`src/rtl/clk_gate_ctrl.sv`:
```
// Sleep/wake controller driving the core clock-gate enable, with drain holdoff and wake settle.
// Define CLK_GATE_CTRL_SLEEP_STATS_EN to build saturating sleep statistics counters.
module clk_gate_ctrl #(
  parameter int IDLE_HOLDOFF = 8,
  parameter int WAKE_SETTLE  = 2,
  parameter int CNT_W        = 32
) (
  input  logic             clk_i,
  input  logic             rst_ni,
  input  logic             sleep_req_i,
  input  logic             bus_busy_i,
  input  logic             wake_i,
  output logic             clk_en_o,
  output logic             sleeping_o,
  output logic             wake_ack_o,
  output logic [CNT_W-1:0] sleep_cycles_o,
  output logic [CNT_W-1:0] gate_count_o
);

  localparam logic [1:0] ST_RUN   = 2'd0;
  localparam logic [1:0] ST_DRAIN = 2'd1;
  localparam logic [1:0] ST_GATED = 2'd2;
  localparam logic [1:0] ST_WAKE  = 2'd3;

  localparam logic [7:0] HOLDOFF_LD = 8'(IDLE_HOLDOFF);
  localparam logic [7:0] SETTLE_LD  = 8'(WAKE_SETTLE);

  logic [1:0] state_q, state_d;
  logic [7:0] holdoff_q, holdoff_d;
  logic [7:0] settle_q, settle_d;
  logic       armed_q, armed_d;
  logic       wake_ack_d;
  logic       clk_en_q, sleeping_q, wake_ack_q;

  always_comb begin
    state_d    = state_q;
    holdoff_d  = holdoff_q;
    settle_d   = settle_q;
    wake_ack_d = 1'b0;
    case (state_q)
      ST_RUN: begin
        if (sleep_req_i && armed_q && !wake_i) begin
          state_d   = ST_DRAIN;
          holdoff_d = HOLDOFF_LD;
        end
      end
      ST_DRAIN: begin
        if (wake_i || !sleep_req_i) begin
          state_d = ST_RUN;
        end else if (bus_busy_i) begin
          holdoff_d = HOLDOFF_LD;
        end else if (holdoff_q == 8'd1) begin
          state_d = ST_GATED;
        end else begin
          holdoff_d = holdoff_q - 8'd1;
        end
      end
      ST_GATED: begin
        if (wake_i) begin
          state_d  = ST_WAKE;
          settle_d = SETTLE_LD;
        end
      end
      ST_WAKE: begin
        if (settle_q == 8'd1) begin
          state_d    = ST_RUN;
          wake_ack_d = 1'b1;
        end else begin
          settle_d = settle_q - 8'd1;
        end
      end
      default: state_d = ST_RUN;
    endcase
    // A dropped sleep request re-arms even on the wake-completion cycle.
    armed_d = !sleep_req_i ? 1'b1 : (wake_ack_d ? 1'b0 : armed_q);
  end

  always_ff @(posedge clk_i or negedge rst_ni) begin
    if (!rst_ni) begin
      state_q    <= ST_RUN;
      holdoff_q  <= 8'd0;
      settle_q   <= 8'd0;
      armed_q    <= 1'b1;
      clk_en_q   <= 1'b1;
      sleeping_q <= 1'b0;
      wake_ack_q <= 1'b0;
    end else begin
      state_q    <= state_d;
      holdoff_q  <= holdoff_d;
      settle_q   <= settle_d;
      armed_q    <= armed_d;
      clk_en_q   <= (state_d != ST_GATED);
      sleeping_q <= (state_d == ST_GATED);
      wake_ack_q <= wake_ack_d;
    end
  end

  assign clk_en_o   = clk_en_q;
  assign sleeping_o = sleeping_q;
  assign wake_ack_o = wake_ack_q;

`ifdef CLK_GATE_CTRL_SLEEP_STATS_EN
  logic [CNT_W-1:0] sleep_cycles_q, gate_count_q;

  always_ff @(posedge clk_i or negedge rst_ni) begin
    if (!rst_ni) begin
      sleep_cycles_q <= '0;
      gate_count_q   <= '0;
    end else begin
      if (state_q == ST_GATED && sleep_cycles_q != '1)
        sleep_cycles_q <= sleep_cycles_q + CNT_W'(1);
      if (state_q == ST_DRAIN && state_d == ST_GATED && gate_count_q != '1)
        gate_count_q <= gate_count_q + CNT_W'(1);
    end
  end

  assign sleep_cycles_o = sleep_cycles_q;
  assign gate_count_o   = gate_count_q;
`else
  assign sleep_cycles_o = '0;
  assign gate_count_o   = '0;
`endif

`ifndef SYNTHESIS
  a_en_low_only_gated: assert property (@(posedge clk_i) disable iff (!rst_ni)
    !clk_en_q |-> state_q == ST_GATED);
  a_ack_single_cycle: assert property (@(posedge clk_i) disable iff (!rst_ni)
    wake_ack_q |=> !wake_ack_q);
`endif

endmodule
```
`config.mk`:
```
export PLATFORM = sky130hd
export DESIGN_NAME = clk_gate_ctrl
export DESIGN_NICKNAME = d
export VERILOG_FILES = /design/src/rtl/clk_gate_ctrl.sv
export SDC_FILE = /design/constraint.sdc
export NUM_CORES = 1
export LEC_CHECK = 0
export CAP_MARGIN = 20
export CORE_AREA = 4 4 71 73
export DETAILED_ROUTE_END_ITERATION = 10
export DIE_AREA = 0 0 75 77
export GPL_TIMING_DRIVEN = 0
export PLACE_DENSITY = 0.76
export SETUP_SLACK_MARGIN = 0.15
export SYNTH_ARGS = -nofsm -noshare
export SYNTH_HDL_FRONTEND = slang
export SYNTH_SLANG_ARGS = --single-unit
```
`constraint.sdc`:
```
create_clock -name clk_i -period 2 [get_ports clk_i]
set_clock_uncertainty 0.15 [all_clocks]
set_input_delay 0.4 -clock clk_i [delete_from_list [all_inputs] [get_ports clk_i]]
set_output_delay 0.4 -clock clk_i [all_outputs]
set_load 0.05 [all_outputs]
```
==> results of run 1 <==
cells by family after synthesis:
| family | after synthesis | synth area share (%) |
|---|---|---|
| simple gates | 50 | 18.0 |
| flops | 22 | 32.7 |
| fa+ha+maj | 4 | 2.96 |
| compound gates | 21 | 9.92 |
| other cells | 1 | 0.222 |
| mux | 4 | 2.52 |
| buf+inv | 74 | 31.6 |
| xor+xnor | 4 | 2.07 |
per-layer routing:
layer / GRT usage (%) / wire length, um / up-vias / part of all wire, %
met5: 0 / 0 / - / 0
li1: - / - / 651 / -
met3: 2.09 / 296 / 8 / 8.7
met4: 4.98 / 86 / 0 / 2.5
met1: 13.2 / 1340 / 538 / 39
met2: 18.2 / 1690 / 53 / 50
final timing paths:
path	endpoint	slack, ns	cells after the start
setup / recovery	holdoff_q[6]	0.10	7
hold / removal	armed_q	0.34	2
setup reg to reg	holdoff_q[6]	0.10	7
hold reg to reg	armed_q	0.34	2
max in group asynchronous	settle_q[0]	0.56	1
min in group asynchronous	wake_ack_o	0.50	1
worst max-delay path, cell delays in order (launching register included):
cell and delay (ns):
dfrtp_2 0.45, ha_4 0.17, nor3b_4 0.14, and3_1 0.18, buf_6 0.12, a21o_4 0.21, buf_6 0.13, a211o_1 0.24
sequential cells by signal (all words and copies together) (netlist names):
register	count
state_q	2
wake_ack_o	1
clk_en_o	1
holdoff_q	8
armed_q	1
settle_q	8
sleeping_o	1
per-stage QoR:
step | worst slack, ns | area (sq um) | TNS [ns]
floorplan | 0.154 | 1930 | 0
global placement | -0.214 | 2060 | -1.27
detailed placement | -0.223 | 2060 | -1.39
CTS | 0.0971 | 2190 | 0
global route | 0.0333 | 2320 | 0
finish | 0.104 | 2320 | 0
report_power, final:
part | switching, mW | total [mW] | internal (mW)
Sequential | 0.203 | 0.776 | 0.573
Combinational | 0.504 | 0.847 | 0.343
Clock | 0.156 | 0.332 | 0.176
Total | 0.863 | 1.96 | 1.09
layout by cell type, fill, tap and decap left out, types with 3 or more instances in the layout:
cell type | netlist | layout
and3_1 | 3 | 3
buf_4 | 64 | 73
clkbuf_2 | 1 | 3
clkbuf_8 | 0 | 4
clkdlybuf4s50_1 | 0 | 3
conb_1 | 1 | 64
dfrtp_1 | 20 | 17
dfrtp_2 | 0 | 3
inv_1 | 6 | 4
nand2_1 | 7 | 7
nand3_1 | 4 | 4
nor2_1 | 9 | 9
nor3_1 | 6 | 5
nor3b_4 | 0 | 3
o21ai_0 | 5 | 4
xor2_1 | 4 | 4
area by class of cell:
cell class	instances	area share, %
inverters	6	0.971
multi-input cells	147	42.0
well taps	52	2.81
repair buffers	16	5.72
clock buffers	4	2.37
plain buffers	68	22.1
flip-flops and latches	22	24.0
repair_timing:
action	CTS	global route
resized for setup	11	25
setup endpoints to repair	19	18
setup buffers	5	3
pin swaps	6	6
cloned	1	0
==> flow_summary.json, run 1 <==
{
  "crit_required_ns": 2.02,
  "gp_congestion": 0.783,
  "vias": 1250,
  "ir_worst_vdd_mv": 0.330,
  "drt_iter0_drc": 50,
  "ys_seq_area_share_pct": 32.7,
  "fin_crit_ns": 1.90,
  "min_period_over_period_pct": 94.8,
  "crit_path_start_kind": "flop",
  "multi_input_area_sq_um": 973,
  "synth_area_leaders": "dfrtp_1 (30%), buf_4 (28%), dfstp_2 (3.1%), ha_1 (3.0%), xor2_1 (2.1%)",
  "finalWirelength_mm": 3.42,
  "end_kind": "flop",
  "finalSetupViolCount": 0,
  "synth_top_area_share_pct": 29.6,
  "placed_cells": 302,
  "drc": 0,
  "layout.cells.non_filler": 315,
  "syn_area_sq_mm": 0.00169,
  "async_flop_share_pct": 100,
  "grt_use_total_pct": 10.9,
  "ys.flop_type": "dfrtp_1",
  "synth_most_common_cell": "buf_4",
  "insertion_delay_ns": 0.27,
  "synth.top_cells.by_count": "buf_4 (64), dfrtp_1 (20), nor2_1 (9), nand2_1 (7)",
  "grt_pass1_vias": 1107,
  "synth.largest_area_cell": "dfrtp_1",
  "grt_overflow_total": 0,
  "critPathMaxFanout": 5,
  "cp.arrival_ns": 1.91,
  "n_antenna_cell": 0,
  "fin_total_pwr_mw": 1.96,
  "post-route-util_pct": 53.2,
  "clkTransAtPathRegs_ns": 0.08,
  "seqCellArea_sq_um": 557,
  "fmax_mhz": 527,
  "die_w_um": 75,
  "power_density_mw_per_mm2": 843,
  "synth_cells": 180,
  "crit_type": "flop to flop",
  "start_util_pct": 38.8,
  "final_antenna_net_count": 0,
  "cts_sinks": 22,
  "hold_viol": 0,
  "layout-drive-gt1-share_pct": 43.3,
  "nFillCells": 384,
  "grt_max_degree": 23,
  "area_growth_pct": 37.2,
  "numPortBuffers": 7,
  "die_h_um": 77,
  "drv_cap": 0,
  "ys_ff_latch": 22,
  "cts_tree": "built",
  "hold_ws_ns": 0.344,
  "clockRootBuffer": "clkbuf_8",
  "hold_buffers": 0,
  "avgSynthCellArea_sq_um": 9.39,
  "grt_setup_unrepaired": "true",
  "antenna_found_initial": 0,
  "dpl.hpwl_mm": 2.29,
  "synth-edff-count": 0,
  "route.detailed.wl_per_inst_um": 10.8,
  "rows": 24,
  "ys.warnings.count": 0,
  "grt_pass1_wl_mm": 4.98,
  "fp.coreArea_sq_mm": 0.00435,
  "worst_slew_pin_slew_ns": 0.951,
  "routed_via_density": 3.97,
  "worst_hold_path_type": "flop to flop",
  "p_leak_nw": 1.24,
  "outcome": "completed",
  "clockBufferDepth": 2,
  "startpoint": "holdoff_q[0]",
  "cts_buffers": 3,
  "io_pins": 72,
  "synth_cell_types": 46,
  "first_pass_iters": 4,
  "dieArea_sq_mm": 0.00578,
  "hold_start": "armed_q",
  "htreeDepth": 1,
  "drv_slew": 0,
  "nets": 273,
  "max_slew_margin_pct": 36.4,
  "rr_startpoint": "holdoff_q[0]"
}
Note: power is estimated with default switching activity, not from simulation.
==> inputs of run 2 (changes only) <==
--- a/config.mk
+++ b/config.mk
@@ -6,9 +6,9 @@
 export NUM_CORES = 1
 export LEC_CHECK = 0
 export CAP_MARGIN = 20
-export CORE_AREA = 4 4 71 73
+export CORE_AREA = 2 2 69 71
 export DETAILED_ROUTE_END_ITERATION = 10
-export DIE_AREA = 0 0 75 77
+export DIE_AREA = 0 0 71 73
 export GPL_TIMING_DRIVEN = 0
 export PLACE_DENSITY = 0.76
 export SETUP_SLACK_MARGIN = 0.15
==> run 2 against run 1 <==
Critical path depth decreased by 1; die area decreased by 10%; sequential power decreased by 0.8%; cell count increased by 0.63%; worst setup slack improved by 0.038 ns; via count increased by 2.6%; worst hold slack got worse by 0.099 ns.
==> flow_summary.json, run 2 (synthesized netlist as in run 1, its figures left out) <==
{
  "dieArea_sq_mm": 0.00518,
  "reg2reg_depth": 7,
  "critPathMaxFanout": 5,
  "routed_via_density": 4.05,
  "route.detailed.wl_per_inst_um": 9.58,
  "die_h_um": 73,
  "n_antenna_cell": 0,
  "crit_type": "primary input to flop",
  "finalWirelength_mm": 3.04,
  "layout-drive-gt1-share_pct": 43.0,
  "antenna_found_initial": 0,
  "io_pins": 72,
  "rr_startpoint": "holdoff_q[0]",
  "grt_pass1_wl_mm": 4.27,
  "startpoint": "wake_i",
  "critPathSlowestCell": "clkdlybuf4s50_1",
  "cp.arrival_ns": 1.86,
  "drv_cap": 0,
  "slowest_delay_ns": 0.51,
  "rows": 25,
  "reg_top3": "holdoff_q: 8 flops, settle_q: 8 flops, state_q: 2 flops",
  "end_kind": "flop",
  "final_cell_mix": "buf_4 (70), conb_1 (64), dfrtp_1 (18), nor2_1 (9), nand2_1 (7)",
  "ir_worst_vdd_mv": 0.343,
  "final_antenna_net_count": 0,
  "cts_sinks": 22,
  "power_density_mw_per_mm2": 858,
  "place_area_sq_mm": 0.00207,
  "grt_use_total_pct": 10.3,
  "grt_max_degree": 23,
  "dp_slack_ns": -0.264,
  "r2r_slack_ns": 0.15,
  "start_util_pct": 37.3,
  "hold_viol": 0,
  "hold_ws_ns": 0.245,
  "crit_required_ns": 2.01,
  "p_leak_nw": 1.24,
  "fin_crit_ns": 1.86,
  "grt_pass1_vias": 1006,
  "die_w_um": 71,
  "fin_total_pwr_mw": 2.01,
  "fin_setup_tns_ns": 0,
  "numPortBuffers": 7,
  "path_cells": "clkdlybuf4s50_1, nor3b_4, o21ai_0, a21o_4, buf_6, a211o_1",
  "area_growth_pct": 38.4,
  "cts_tree": "built",
  "cp-endpoint": "holdoff_q[6]",
  "fp.coreArea_sq_mm": 0.00454,
  "clockBufferDepth": 2,
  "clockRootBuffer": "clkbuf_8",
  "first_pass_iters": 4,
  "drv_slew": 0,
  "cts_buffers": 3,
  "crit_path_start_kind": "primary input",
  "vias": 1283,
  "fin_area_sq_mm": 0.00234,
  "min_period_over_period_pct": 92.9,
  "layout_commonest_cell": "buf_4",
  "htreeDepth": 1,
  "hold_buffers": 0,
  "clkTransAtPathRegs_ns": 0.08,
  "nets": 273,
  "grt_overflow_total": 0,
  "drt_iter0_drc": 73,
  "worst_hold_path_type": "primary input to flop",
  "fmax_mhz": 538,
  "grt_setup_unrepaired": "true",
  "dpl.hpwl_mm": 2.07,
  "insertion_delay_ns": 0.27,
  "r2r-end": "holdoff_q[6]",
  "gp_congestion": 0.726,
  "fin_ws_ns": 0.142,
  "finalSetupViolCount": 0,
  "outcome": "completed",
  "drc": 0
}
run 2: worst max-delay path, delay by kind of cell:
kind | cells | cell delay, ns
buf+inv | 2 | 0.64
compound gates | 3 | 0.59
simple gates | 1 | 0.23
run 2: cell type report:
cell class	instances	area (sq um)
Multi-Input combinational cell	147	971
Buffer	68	512
Clock buffer	3	41.3
Timing Repair Buffer	16	140
Fill cell	419	2200
Inverter	6	22.5
Sequential cell	22	556
Clock inverter	1	30.0
Tap cell	54	67.6
run 2: through the flow:
| stage | cells | util [%] |
|---|---|---|
| floorplan | 243 | - |
| global placement | 304 | 45.6 |
| detailed placement | 304 | 45.6 |
| CTS | 312 | 48.6 |
| global route | 317 | 51.6 |
| finish | 317 | 51.6 |
run 2: repair_timing:
item / CTS / global route
setup buffers: 3 / 4
cloned: 1 / 0
pin swaps: 4 / 2
hold endpoints to repair: 0 / 0
setup endpoints to repair: 20 / 17
resized for setup: 13 / 20
run 2: worst min-delay path by stage:
stage / start / to / slack (ns) / cells past startpoint
2_1_floorplan: rst_ni / holdoff_q[0] / -0.05 / 0
3_3_place_gp: armed_q / armed_q / 0.32 / 2
3_5_place_dp: armed_q / armed_q / 0.34 / 2
4_1_cts: armed_q / armed_q / 0.34 / 2
5_1_grt: sleep_req_i / armed_q / 0.27 / 2
6_report: sleep_req_i / armed_q / 0.24 / 2
run 2: power breakdown:
part | switching (mW) | total, mW | internal, mW
combinational | 0.491 | 0.821 | 0.330
clock | 0.148 | 0.416 | 0.268
sequential | 0.197 | 0.770 | 0.573
total | 0.836 | 2.01 | 1.17
run 2: routing by layer:
| metal | part of all wire [%] | track usage [%] | wire length (um) |
|---|---|---|---|
| met5 | 0 | 0 | 0 |
| met2 | 50 | 18.8 | 1520 |
| met4 | 2.3 | 5.03 | 70 |
| met1 | 41 | 11.9 | 1230 |
| met3 | 6.9 | 1.38 | 209 |
==> inputs of run 3 (changes only) <==
--- a/config.mk
+++ b/config.mk
@@ -7,6 +7,7 @@
 export LEC_CHECK = 0
 export CAP_MARGIN = 20
 export CORE_AREA = 2 2 69 71
+export CTS_CLUSTER_SIZE = 30
 export DETAILED_ROUTE_END_ITERATION = 10
 export DIE_AREA = 0 0 71 73
 export GPL_TIMING_DRIVEN = 0
==> constraint.sdc (replaced) <==
create_clock -name clk_i -period 2 [get_ports clk_i]
set_clock_uncertainty 0.15 [all_clocks]
set_input_delay 0.4 -clock clk_i [delete_from_list [all_inputs] [get_ports clk_i]]
set_output_delay 0.4 -clock clk_i [all_outputs]
set_load 0.005 [all_outputs]
==> run 3 against run 2 <==
Wire length is essentially flat; non-clock buffer count is the same; power shrank 12%; register-to-register slack is essentially flat; worst hold slack is the same; critical path depth is the same; fmax is the same; flip-flop and latch count is the same; highest routed layer unchanged; critical path type unchanged.
==> flow_summary.json, run 3 (synthesized netlist as in run 1, its figures left out) <==
{
  "htreeDepth": 1,
  "cpLargestDelayFamily": "buffers and inverters",
  "clockRootBuffer": "clkbuf_8",
  "p_leak_nw": 1.23,
  "rows": 25,
  "fin_ws_ns": 0.142,
  "dp_slack_ns": -0.264,
  "r2r_slack_ns": 0.15,
  "worst_hold_path_type": "primary input to flop",
  "outcome": "completed",
  "grt_overflow_total": 0,
  "route.detailed.wl_per_inst_um": 9.59,
  "insertion_delay_ns": 0.27,
  "clkTransAtPathRegs_ns": 0.08,
  "routed_via_density": 4.05,
  "nFillCells": 418,
  "first_pass_iters": 4,
  "grt_max_degree": 23,
  "layout-drive-gt1-share_pct": 42.6,
  "cts_sinks": 22,
  "slowest_delay_ns": 0.51,
  "fin_crit_ns": 1.86,
  "layout.cells.non_filler": 317,
  "path_cells": "clkdlybuf4s50_1, nor3b_4, o21ai_0, a21o_4, buf_6, a211o_1",
  "gp_congestion": 0.726,
  "area_growth_pct": 38.8,
  "drc": 0,
  "layout_commonest_cell": "buf_4",
  "die_w_um": 71,
  "fp.coreArea_sq_mm": 0.00454,
  "final_cell_mix": "buf_4 (70), conb_1 (64), dfrtp_1 (18), nor2_1 (9), nand2_1 (7)",
  "placed_cells": 304,
  "crit_required_ns": 2.01,
  "grt_setup_unrepaired": "true",
  "drt_iter0_drc": 73,
  "crit_path_start_kind": "primary input",
  "grt_use_total_pct": 10.3,
  "end_kind": "flop",
  "critPathSlowestCell": "clkdlybuf4s50_1",
  "finalSetupViolCount": 0,
  "nets": 273,
  "grt_pass1_vias": 1006,
  "io_pins": 72,
  "antenna_found_initial": 0,
  "dpl.hpwl_mm": 2.07,
  "n_antenna_cell": 0,
  "drv_slew": 0,
  "cts_buffers": 3,
  "finalWirelength_mm": 3.04,
  "vias": 1283,
  "hold_viol": 0,
  "clockBufferDepth": 2,
  "power_density_mw_per_mm2": 750,
  "cts_tree": "built",
  "crit_buf_inv": 2,
  "critPathMaxFanout": 5,
  "cp.arrival_ns": 1.86,
  "grt_pass1_wl_mm": 4.27,
  "numPortBuffers": 7,
  "fin_setup_tns_ns": 0,
  "ir_worst_vdd_mv": 0.333,
  "reg_top3": "holdoff_q: 8 flops, settle_q: 8 flops, state_q: 2 flops",
  "crit_type": "primary input to flop",
  "min_period_over_period_pct": 92.9,
  "dieArea_sq_mm": 0.00518,
  "hold_buffers": 0,
  "start_util_pct": 37.3,
  "final_antenna_net_count": 0,
  "fmax_mhz": 538,
  "drv_cap": 0,
  "die_h_um": 73
}
-- run 3: changes by cell type in the layout (fill, tap and decap cells not counted), sizes merged --
cell / delta
dlygate4sd2: -1
clkbuf: -1
clkdlybuf4s50: +2
-- run 3: area by class of cell --
cell class	instances	area, sq um	area share, %
multi-input cells	147	971	41.4
flip-flops and latches	22	556	23.7
plain buffers	68	512	21.8
repair buffers	16	146	6.24
well taps	54	67.6	2.88
clock buffers	3	41.3	1.76
clock inverters	1	30.0	1.28
inverters	6	22.5	0.960
-- run 3: stage by stage --
step | power [mW] | area, sq um | utilization [%] | hold WS (ns)
detailed placement | 1.20 | 2070 | 45.6 | 0.336
global route | 1.88 | 2350 | 51.7 | 0.272
finish | 1.76 | 2350 | 51.7 | 0.245
CTS | 1.66 | 2210 | 48.7 | 0.341
global placement | 1.18 | 2070 | 45.6 | 0.319
floorplan | 1.10 | 1930 | - | -0.0456
-- run 3: report_power, final --
part	switching (mW)	leakage [nW]	total [mW]	internal, mW
Sequential	0.197	0.262	0.770	0.573
Clock	0.148	0.0357	0.416	0.268
Combinational	0.250	0.934	0.573	0.323
-- run 3: worst paths after layout --
check	startpoint	to	cells after the start
max	wake_i	holdoff_q[6]	6
min	sleep_req_i	armed_q	2
max in group asynchronous	rst_ni	clk_en_o	2
min reg2reg	armed_q	armed_q	2
max reg2reg	holdoff_q[0]	holdoff_q[6]	7
min in group asynchronous	rst_ni	settle_q[2]	1
-- run 3: timing repair --
action | 4_1_cts | 5_1_grt
gates cloned | 1 | 0
pin swaps | 4 | 2
setup endpoints to repair | 18 | 16
gates resized for setup | 11 | 18
endpoints found under the hold margin | 0 | 0
setup buffers | 3 | 4
-- run 3: routing by layer --
metal  routed length, um  track usage (%)
met3                 209             1.38
met1                1230             11.9
met2                1520             18.8
met5                   0                0
met4                  70             5.03
